File: src/rtl/audio_pkg.sv
// rtl/audio_pkg.sv - shared types and constants for the audio voice path
package audio_pkg;

  typedef enum logic [2:0] {
    ST_IDLE,
    ST_FETCH,
    ST_LOAD,
    ST_GATE_ON,
    ST_GATE_OFF
  } seq_state_e;

  // Pattern ROM word layout: {rest, note[3:0]}
  localparam int STEP_W   = 5;
  localparam int REST_BIT = 4;
  localparam int NOTE_MSB = 3;

  localparam int SAMPLE_DIV_25M = 521;

endpackage

File: src/rtl/tick_divider.sv
// rtl/tick_divider.sv - free-running divider producing a 1-clk strobe every SAMPLE_DIV clocks
module tick_divider #(
  parameter int SAMPLE_DIV = audio_pkg::SAMPLE_DIV_25M
) (
  input  logic clk,
  input  logic rst_n,
  output logic tick
);

  localparam int CW = $clog2(SAMPLE_DIV);
  localparam logic [CW-1:0] LAST = CW'(SAMPLE_DIV - 1);

  logic [CW-1:0] cnt_q, cnt_d;

  always_comb begin
    cnt_d = (cnt_q == LAST) ? '0 : cnt_q + CW'(1);
  end

  always_ff @(posedge clk or negedge rst_n) begin
    if (!rst_n) cnt_q <= '0;
    else        cnt_q <= cnt_d;
  end

  assign tick = (cnt_q == LAST);

endmodule

File: src/rtl/note_sequencer.sv
// rtl/note_sequencer.sv - steps through the pattern ROM, issuing note index and gate per step
module note_sequencer
  import audio_pkg::*;
#(
  parameter int SAMPLE_DIV   = SAMPLE_DIV_25M,
  parameter int STEP_SAMPLES = 6000,
  parameter int GATE_SAMPLES = 4500,
  parameter int NUM_STEPS    = 16
) (
  input  logic                         clk,
  input  logic                         rst_n,
  input  logic                         run,
  input  logic                         restart,
  output logic [$clog2(NUM_STEPS)-1:0] step_addr,
  input  logic [STEP_W-1:0]            step_data,
  output logic                         sample_tick,
  output logic [3:0]                   note_out,
  output logic                         gate_out,
  output logic                         note_valid,
  output logic                         step_wrap
);

  localparam int ADDR_W = $clog2(NUM_STEPS);
  localparam int CNT_W  = $clog2(STEP_SAMPLES);
  localparam logic [CNT_W-1:0]  GATE_LAST = CNT_W'(GATE_SAMPLES - 1);
  localparam logic [CNT_W-1:0]  STEP_LAST = CNT_W'(STEP_SAMPLES - 1);
  localparam logic [ADDR_W-1:0] IDX_LAST  = ADDR_W'(NUM_STEPS - 1);

  seq_state_e        state_q, state_d;
  logic [ADDR_W-1:0] step_idx_q, step_idx_d;
  logic [CNT_W-1:0]  count_q, count_d;
  logic [3:0]        note_q, note_d;
  logic              gate_q, gate_d;
  logic              note_valid_q, note_valid_d;
  logic              step_wrap_q, step_wrap_d;

  tick_divider #(.SAMPLE_DIV(SAMPLE_DIV)) u_tick_divider (
    .clk   (clk),
    .rst_n (rst_n),
    .tick  (sample_tick)
  );

  always_comb begin
    state_d      = state_q;
    step_idx_d   = step_idx_q;
    count_d      = count_q;
    note_d       = note_q;
    gate_d       = gate_q;
    note_valid_d = 1'b0;
    step_wrap_d  = 1'b0;

    // restart beats both a run drop and a same-cycle step advance
    if (restart) begin
      step_idx_d = '0;
      count_d    = '0;
      gate_d     = 1'b0;
      state_d    = run ? ST_FETCH : ST_IDLE;
    end else if (!run && state_q != ST_IDLE) begin
      state_d = ST_IDLE;
      gate_d  = 1'b0;
    end else begin
      case (state_q)
        ST_IDLE:  if (run) state_d = ST_FETCH;
        ST_FETCH: state_d = ST_LOAD;
        ST_LOAD: begin
          note_d       = step_data[NOTE_MSB:0];
          gate_d       = ~step_data[REST_BIT];
          note_valid_d = 1'b1;
          count_d      = '0;
          state_d      = step_data[REST_BIT] ? ST_GATE_OFF : ST_GATE_ON;
        end
        ST_GATE_ON: if (sample_tick) begin
          count_d = count_q + CNT_W'(1);
          if (count_q == GATE_LAST) begin
            gate_d  = 1'b0;
            state_d = ST_GATE_OFF;
          end
        end
        ST_GATE_OFF: if (sample_tick) begin
          if (count_q == STEP_LAST) begin
            count_d     = '0;
            step_idx_d  = step_idx_q + ADDR_W'(1);
            step_wrap_d = (step_idx_q == IDX_LAST);
            state_d     = ST_FETCH;
          end else begin
            count_d = count_q + CNT_W'(1);
          end
        end
        default: state_d = ST_IDLE;
      endcase
    end
  end

  always_ff @(posedge clk or negedge rst_n) begin
    if (!rst_n) begin
      state_q      <= ST_IDLE;
      step_idx_q   <= '0;
      count_q      <= '0;
      note_q       <= '0;
      gate_q       <= 1'b0;
      note_valid_q <= 1'b0;
      step_wrap_q  <= 1'b0;
    end else begin
      state_q      <= state_d;
      step_idx_q   <= step_idx_d;
      count_q      <= count_d;
      note_q       <= note_d;
      gate_q       <= gate_d;
      note_valid_q <= note_valid_d;
      step_wrap_q  <= step_wrap_d;
    end
  end

  assign step_addr  = step_idx_q;
  assign note_out   = note_q;
  assign gate_out   = gate_q;
  assign note_valid = note_valid_q;
  assign step_wrap  = step_wrap_q;

endmodule

File: config.mk
export PLATFORM = sky130hd
export DESIGN_NAME = note_sequencer
export DESIGN_NICKNAME = d
export VERILOG_FILES = /design/src/rtl/audio_pkg.sv /design/src/rtl/tick_divider.sv /design/src/rtl/note_sequencer.sv
export SDC_FILE = /design/constraint.sdc
export NUM_CORES = 1
export LEC_CHECK = 0
export CELL_PAD_IN_SITES_DETAIL_PLACEMENT = 1
export CELL_PAD_IN_SITES_GLOBAL_PLACEMENT = 2
export CORE_UTILIZATION = 38
export DETAILED_ROUTE_END_ITERATION = 10
export PLACE_DENSITY = 0.94
export SYNTH_ARGS = -nofsm -noshare
export SYNTH_HDL_FRONTEND = slang
export SYNTH_HIERARCHICAL = 1
export SYNTH_SLANG_ARGS = --single-unit
File: constraint.sdc
create_clock -name clk -period 4.44 [get_ports clk]
set_clock_uncertainty 0.1 [all_clocks]
set_input_delay 0.888 -clock clk [delete_from_list [all_inputs] [get_ports clk]]
set_output_delay 0.888 -clock clk [all_outputs]
set_load 0.03 [all_outputs]
**Yosys cells after proc, flatten, opt, wreduce, memory -nomap -nowiden**

Index checks and enable logic that the tools add are counted.

- Muxes and demuxes: 35
- Add/sub/neg operators: 3
- Bitwise logic cells: 3
- Equality and inequality tests: 16
- Reduce and logical (&&, ||, !) cells: 14

Operators with widths:

| kind | number |
|---|---|
| $mux 13 | 5 |
| $pmux 13 s3 | 1 |
| $eq 13x13->1 const B | 2 |
| $mux 3 | 8 |
| $mux 4 | 5 |
| $ne 4x4->1 const B | 5 |
| $pmux 3 s5 | 1 |
| $add 13x1->13 const B | 1 |
| $mux 1 | 13 |
| $add 10x1->10 const B | 1 |
| $eq 10x10->1 const B | 1 |
| $mux 10 | 1 |
| $reduce_and 4->1 | 2 |
| $reduce_bool 4->1 | 2 |
| $eq 3x2->1 const B | 2 |
| $ne 3x3->1 const B | 2 |
| $reduce_and 3->1 | 2 |
| $reduce_bool 2->1 | 3 |
| $reduce_and 5->1 | 1 |
| $add 4x1->4 const B | 1 |
| $eq 4x4->1 const B | 1 |
| $eq 3x1->1 const B | 1 |
| $eq 3x3->1 const B | 1 |
| $logic_not 3->1 | 1 |
| other kinds (6) | 8 |

- Input port bits: 9
- Logic and storage cells: 79
- Output and inout port bits: 12
- Bits in registers: 37

**Depth between registers and ports, before layout**

Gate-level depths: netlist of the first run.

- Depth after elaboration: 6
- Mapped depth: 11
- Mapped depth without buffers: 9

**By module**

Netlist of the first run, hierarchy kept.

Modules (own cells, without submodules):

| module | seq. area each (um^2) | cells each | area an instance (um^2) | times used |
|---|---|---|---|---|
| note_sequencer | 675.6 | 171 | 1592.8 | 1 |
| tick_divider | 250.2 | 44 | 475.5 | 1 |

**Worst setup path before layout of the first run**

No wires, ideal clock.

- Path type: reg2reg
- Start: register u_tick_divider.cnt_q[0]
- End: register state_q[0]
- Setup time: 0.119 ns
- Slack: 1.843 ns
- Stages on the path, launching flop included: 11
- Buffers on the path: 1
- Clock period less this slack: 2.597 ns
- Data required time: 4.221 ns
- Arrival time: 2.379 ns
- Path through: dfrtp_1 -> inv_1 -> ha_1 -> nor4bb_1 -> and4_1 -> clkbuf_1 -> and4b_1 -> o21ai_0 -> o41ai_1 -> o21ai_0 -> a21bo_1

- Cells in the longest elaborated chain, start to end: 3
- Elaborated cells between the ends (all ways): 4
- Those cells by class: eq/ne (3); reduce/logical (1)

RTL lines:

| item | RTL line | RTL |
|---|---|---|
| start, declared | tick_divider.sv:13 | `logic [CW-1:0] cnt_q, cnt_d;` |
| start signal, assigned | tick_divider.sv:21 | `else cnt_q <= cnt_d;` |
| $eq 10x10->1 * | tick_divider.sv:24 | `assign tick = (cnt_q == LAST);` |
| net sample_tick | note_sequencer.sv:16 | `output logic sample_tick,` |
| $ne 4x4->1 (no source line) | -- |  |
| $reduce_and 5->1 (no source line) * | -- |  |
| end signal, assigned | note_sequencer.sv:104 | `state_q <= state_d;` |
| end, declared | note_sequencer.sv:29 | `seq_state_e state_q, state_d;` |

Mark *: on every way through the listed nets, which the timed path passes. The rest lies on a longest branch.
A chain may end at the register's enable or synchronous reset.

**Worst setup path after layout of the first run**

- Start: register u_tick_divider.cnt_q[0]
- End: output sample_tick

- Cells in the longest elaborated chain, start to end: 1

RTL lines:

| item | RTL line |
|---|---|
| $eq 10x10->1 | tick_divider.sv:24 |
| end, declared | note_sequencer.sv:16 |

Every way passes these cells.

==> metrics.txt, run 1 <==
vertical die dimension=75.8 µm; most frequent cells in the layout=37 x sky130_fd_sc_hd__dfrtp_1, 23 x sky130_fd_sc_hd__nand2_1, 19 x sky130_fd_sc_hd__clkdlybuf4s50_1; DP Area=0.00229 mm²; number of placement rows=26; Sw Pwr=0.265 mW; Final Critical Period=3.36 ns; maximum level of the CTS H-tree=2; combinational power share=0.244; biggest fanout along the worst timing path=11; DRC marker count from the first detailed-route iteration=127; clock network latency to the later pin of the worst-skew pair=0.29 ns; Synth cell types=49; highest attainable clock frequency=298 MHz; TritonCTS buffer count=5; core area=0.00517 mm²; CTS tree=yes; half-perimeter wire length after detailed placement=3560 µm; Gate Count Post-Synth=215; aggregate global-route resource usage=0.198; Post-synth ARST share=1.00; Post-Syn Nets=228; number of global-route vias before repair=1764; via count=1713; switching part of the total power=0.315; area taken by multi-input logic gates=0.00106 mm²; pin count of the biggest net entering global routing=38; Post-Synthesis Cell Area=0.00207 mm²; power density over cell area=353 mW/mm²; arrival time worst endpoint=2.37 ns; DRT Wirelength=4870 µm; final count of pins violating max slew=0; worst supply voltage drop on vdd=0.159 mV; fill count=579; most common flop cell mapped by yosys=sky130_fd_sc_hd__dfrtp_1; # setup viols final=0; Flop pwr share=0.476; Seq cells post-synth=37; sequential share of the synthesized area=0.448; detailed-router iteration count before antenna repair=4; total negative slack for setup checks=0 ns; hold violation total from the final report=0; setup repair after global routing missed its margin=false; Critical Path End Type=primary output; share of cells above drive strength 1=0.0987; total congestion overflow after global routing=0; average via count per standard cell=5.65; number of enable flip-flop cells after synthesis=0; launching element type of the critical path=register; DIE AREA=0.00574 mm²; count of antenna-violating nets left after detailed routing=0; internal power component=0.576 mW; clock root buffer master=sky130_fd_sc_hd__clkbuf_8; most common library cell in the layout ignoring fill and taps=sky130_fd_sc_hd__dfrtp_1; number of nets in the final layout=246; final period utilization=0.756; worst min path class=register to register; Routability Congestion=0.803; core occupancy in the finished layout=0.460; area taken by flip-flops and latches=926 µm²; maximum clock path buffer count=2; I/O pin cnt=21; initial antenna violation count=0; Die Span X=75.8 µm; number of warnings reported in the yosys synthesis log=6; fin worst setup slack=1.08 ns; Clock Sinks=37; data required time of the critical path=3.45 ns; maxcap violations=0; number of inserted diodes=0; drc violations=0; synthesized area per cell=9.62 µm²; worst slew margin relative to its limit=0.450; post-detailed-route wirelength per cell=16.1 µm; worst slack after detailed placement=1.23 ns; path type of the worst setup path=register to primary output; clock edge transition at the registers on the reported setup and hold paths=0.07 ns; buffers inserted by post-CTS timing repair=0; share of total power in the clock network=0.281; initial standard-cell utilization of the core=0.400; leak pwr=0.906 nW; run status=completed; hold buffers post-CTS=0; post-cts repair resize count=0; cell area after layout=0.00238 mm²; actual slew at the worst max-slew pin=0.825 ns; relative area change from synthesis to final layout=15.0%; Port Buffer Count=20; first-pass GRT wire length=8430 µm; Final Power=0.841 mW
cells in the mapped netlist, drive strengths merged, types with 3 or more instances:
master | number | area share
a21oi | 11 | 0.030
a31oi | 10 | 0.030
a41oi | 3 | 0.020
buf | 5 | 0.021
clkbuf | 4 | 0.0073
dfrtp | 37 | 0.45
ha | 4 | 0.024
inv | 6 | 0.011
mux2 | 5 | 0.027
nand2 | 23 | 0.042
nand2b | 4 | 0.012
nand3 | 17 | 0.041
nand4 | 5 | 0.015
nand4b | 3 | 0.013
nor2 | 18 | 0.033
nor2b | 3 | 0.0091
nor3 | 7 | 0.017
nor4 | 4 | 0.015
o21ai | 9 | 0.022
o41ai | 3 | 0.022
xnor2 | 6 | 0.025
xor2 | 4 | 0.017
layout make-up:
cell class	instances	area share
clock buffer	7	0.0363
multi-input combinational	163	0.446
tap	70	0.0368
inverter	6	0.00947
sequential	37	0.389
timing repair buffer	20	0.0821
registers in the layout, summed over array words and instances, names as in the netlist:
name	cells
note_valid	1
u_tick_divider/cnt_q	10
step_wrap	1
count_q	13
note_out	4
step_addr	4
gate_out	1
state_q	3
through the flow:
stage | hold slack [ns] | instances
6_report | 0.408 | 303
5_1_grt | 0.433 | 303
4_1_cts | 0.406 | 303
3_5_place_dp | 0.397 | 296
3_3_place_gp | 0.392 | 296
2_1_floorplan | 0.366 | 215
worst paths after layout:
path,startpoint,end,slack (ns),cells after the start
max reg2reg,u_tick_divider/cnt_q[0]$_DFF_PN0_,count_q[4]$_DFFE_PN0P_,1.79,8
min reg2reg,u_tick_divider/cnt_q[8]$_DFF_PN0_,u_tick_divider/cnt_q[8]$_DFF_PN0_,0.41,1
min,u_tick_divider/cnt_q[8]$_DFF_PN0_,u_tick_divider/cnt_q[8]$_DFF_PN0_,0.41,1
max,u_tick_divider/cnt_q[0]$_DFF_PN0_,sample_tick,1.08,5
max in group asynchronous,rst_n,u_tick_divider/cnt_q[4]$_DFF_PN0_,3.12,1
min in group asynchronous,rst_n,state_q[0]$_DFFE_PN0P_,0.58,1
cell families (layout without fill, tap and decap cells):
| kind of cell | after synthesis | in the layout | synth area share |
|---|---|---|---|
| AO/OA/AOI/OAI | 45 | 45 | 0.161 |
| XOR/XNOR | 10 | 10 | 0.0423 |
| adder cells (fa/ha/maj) | 4 | 4 | 0.0242 |
| buffers and inverters | 15 | 33 | 0.0393 |
| flip-flops | 37 | 37 | 0.448 |
| multiplexers | 6 | 6 | 0.0321 |
| AND/OR/NAND/NOR | 98 | 98 | 0.253 |
power groups by stage:
stage               registers (mW)  logic (mW)  clock network (mW)
floorplan                    0.428       0.108                   0
global placement             0.407       0.201                   0
detailed placement           0.406       0.205                   0
CTS                          0.400       0.206               0.245
global route                 0.405       0.224               0.259
finish                       0.400       0.205               0.236
critical path, stage by stage, from the launching register on:
cell	delay, ns
sky130_fd_sc_hd__dfrtp_1	0.46
sky130_fd_sc_hd__inv_1	0.09
sky130_fd_sc_hd__ha_1	0.13
sky130_fd_sc_hd__nor4bb_1	0.18
sky130_fd_sc_hd__and4_1	0.47
sky130_fd_sc_hd__clkdlybuf4s50_1	0.75
metal layers:
| metal | GRT usage | share of wire | vias up |
|---|---|---|---|
| met5 | 0 | 0 | - |
| met4 | 0.0720 | 0.016 | 0 |
| met3 | 0.0463 | 0.031 | 6 |
| met2 | 0.317 | 0.47 | 24 |
| met1 | 0.261 | 0.48 | 852 |
| li1 | - | - | 831 |
Note: power is estimated with default switching activity, not from simulation.
==> inputs of run 2 (changes only) <==
Settings changed: CORE_UTILIZATION 38 to 36, PLACE_DENSITY 0.94 to 0.9.
Clock period 4.44 ns to 3.1 ns, I/O delays scaled along.
==> metrics.txt, run 2 (synthesized netlist as in run 1, its figures left out) <==
fin worst setup slack=0.190 ns; Final Critical Period=2.91 ns; pin count of the biggest net entering global routing=38; maxcap violations=0; drc violations=0; hold violation total from the final report=0; worst min path class=input pin to async pin; actual slew at the worst max-slew pin=0.846 ns; run status=completed; most common library cell in the layout ignoring fill and taps=sky130_fd_sc_hd__dfrtp_1; buffers inserted by post-CTS timing repair=0; half-perimeter wire length after detailed placement=3790 µm; path type of the worst setup path=register to primary output; core occupancy in the finished layout=0.438; post-detailed-route wirelength per cell=16.7 µm; cell family contributing the most delay on the critical path=buffers and inverters; final count of pins violating max slew=0; number of buffers and inverters on the critical path=2; average via count per standard cell=5.63; data required time of the critical path=2.38 ns; total congestion overflow after global routing=0; DRC marker count from the first detailed-route iteration=57; DRT Wirelength=5190 µm; # setup viols final=0; Critical Path End Type=primary output; clock network latency to the later pin of the worst-skew pair=0.29 ns; clock edge transition at the registers on the reported setup and hold paths=0.08 ns; hold buffers post-CTS=0; initial antenna violation count=0; total negative slack for setup checks=0 ns; relative area change from synthesis to final layout=16.6%; post-cts repair resize count=0; Critical Path, Cell by Cell=inv_1 -> ha_1 -> nor4bb_1 -> and4_1 -> clkdlybuf4s50_1; biggest fanout along the worst timing path=7; DIE AREA=0.00605 mm²; largest registers in the final layout=count_q x13, u_tick_divider/cnt_q x10; power density over cell area=500 mW/mm²; setup repair after global routing missed its margin=false; count of antenna-violating nets left after detailed routing=0; Final Hold Slack=0.331 ns; maximum clock path buffer count=2; worst slew margin relative to its limit=0.436; most frequent cells in the layout=37 x sky130_fd_sc_hd__dfrtp_1, 23 x sky130_fd_sc_hd__nand2_1, 19 x sky130_fd_sc_hd__clkdlybuf4s50_1; vertical die dimension=77.8 µm; CP max stage cell=sky130_fd_sc_hd__clkdlybuf4s50_1; Clock Sinks=37; via count=1744; final period utilization=0.939; aggregate global-route resource usage=0.190; number of placement rows=27; number of global-route vias before repair=1866; highest attainable clock frequency=344 MHz; number of nets in the final layout=250; CTS tree=yes; flip-flop count of the largest register, all copies and words added=13; clock root buffer master=sky130_fd_sc_hd__clkbuf_8; first-pass GRT wire length=9060 µm; detailed-router iteration count before antenna repair=4; leak pwr=0.927 nW; share of cells above drive strength 1=0.122; worst slack after detailed placement=0.369 ns; arrival time worst endpoint=2.19 ns; Port Buffer Count=20; Routability Congestion=0.784; Die Span X=77.8 µm; initial standard-cell utilization of the core=0.376; largest stage delay on the critical path=0.69 ns; maximum level of the CTS H-tree=2; Final Power=1.21 mW; number of inserted diodes=0; worst supply voltage drop on vdd=0.234 mV; core area=0.00551 mm²; I/O pin cnt=21; Most flops, register=count_q; launching element type of the critical path=register; TritonCTS buffer count=5
[run 2: changes by cell type in the layout (fill, tap and decap cells not counted)]
cell,delta
sky130_fd_sc_hd__buf_4,+4
sky130_fd_sc_hd__clkinv_2,+2
sky130_fd_sc_hd__clkbuf_1,-1
sky130_fd_sc_hd__clkbuf_8,-1
sky130_fd_sc_hd__clkinvlp_4,+1
[run 2: worst register-to-register path: stages (launching register included)]
cell,delay [ns]
sky130_fd_sc_hd__dfrtp_1,0.47
sky130_fd_sc_hd__inv_1,0.10
sky130_fd_sc_hd__ha_1,0.13
sky130_fd_sc_hd__nor4bb_1,0.22
sky130_fd_sc_hd__and4_1,0.29
sky130_fd_sc_hd__buf_4,0.19
sky130_fd_sc_hd__and4b_1,0.20
sky130_fd_sc_hd__o21ai_0,0.24
sky130_fd_sc_hd__o41ai_1,0.18
sky130_fd_sc_hd__nor3_1,0.31
sky130_fd_sc_hd__o32ai_1,0.15
[run 2: layer usage]
layer	up-vias	routed length (µm)	global-route usage
met1	878	2390	0.237
met3	6	147	0.0388
met2	27	2600	0.335
li1	833	-	-
met5	-	0	0
met4	0	52	0.0453
[run 2: path summary, 6_finish.rpt]
kind	start	depth (start not counted)	slack (ns)	endpoint
setup / recovery	u_tick_divider/cnt_q[0]$_DFF_PN0_	5	0.19	sample_tick
hold / removal	rst_n	1	0.33	u_tick_divider/cnt_q[8]$_DFF_PN0_
setup reg to reg	u_tick_divider/cnt_q[0]$_DFF_PN0_	10	0.38	state_q[2]$_DFFE_PN0P_
hold reg to reg	u_tick_divider/cnt_q[8]$_DFF_PN0_	1	0.41	u_tick_divider/cnt_q[8]$_DFF_PN0_
max in group asynchronous	rst_n	1	2.04	note_out[3]$_DFFE_PN0P_
min in group clk	u_tick_divider/cnt_q[8]$_DFF_PN0_	1	0.41	u_tick_divider/cnt_q[8]$_DFF_PN0_
[run 2: where the power goes]
part           internal [mW]  total (mW)  switching [mW]  leakage (nW)
Sequential             0.523       0.572          0.0490         0.493
Clock                  0.155       0.341           0.185        0.0439
Combinational          0.127       0.294           0.167         0.390
Total                  0.805        1.21           0.401         0.927
[run 2: stage by stage]
step	cell area (µm²)	std cells
5_1_grt	2410	310
3_5_place_dp	2320	302
3_3_place_gp	2320	302
6_report	2410	310
2_1_floorplan	2070	215
4_1_cts	2410	310
[run 2: area by class of cell]
class / instances / area [µm²]
clock buffers: 5 / 68.8
clock inverters: 3 / 17.5
fillers: 637 / 3100
inverters: 6 / 22.5
multi-input cells: 163 / 1060
flip-flops and latches: 37 / 926
well taps: 72 / 90.1
repair buffers: 24 / 225
==> inputs of run 3 (changes only) <==
Settings changed: CTS_CLUSTER_DIAMETER from default to 100.
==> results of run 3 <==
Final layout, timing and power as in run 2 (identical DEF).
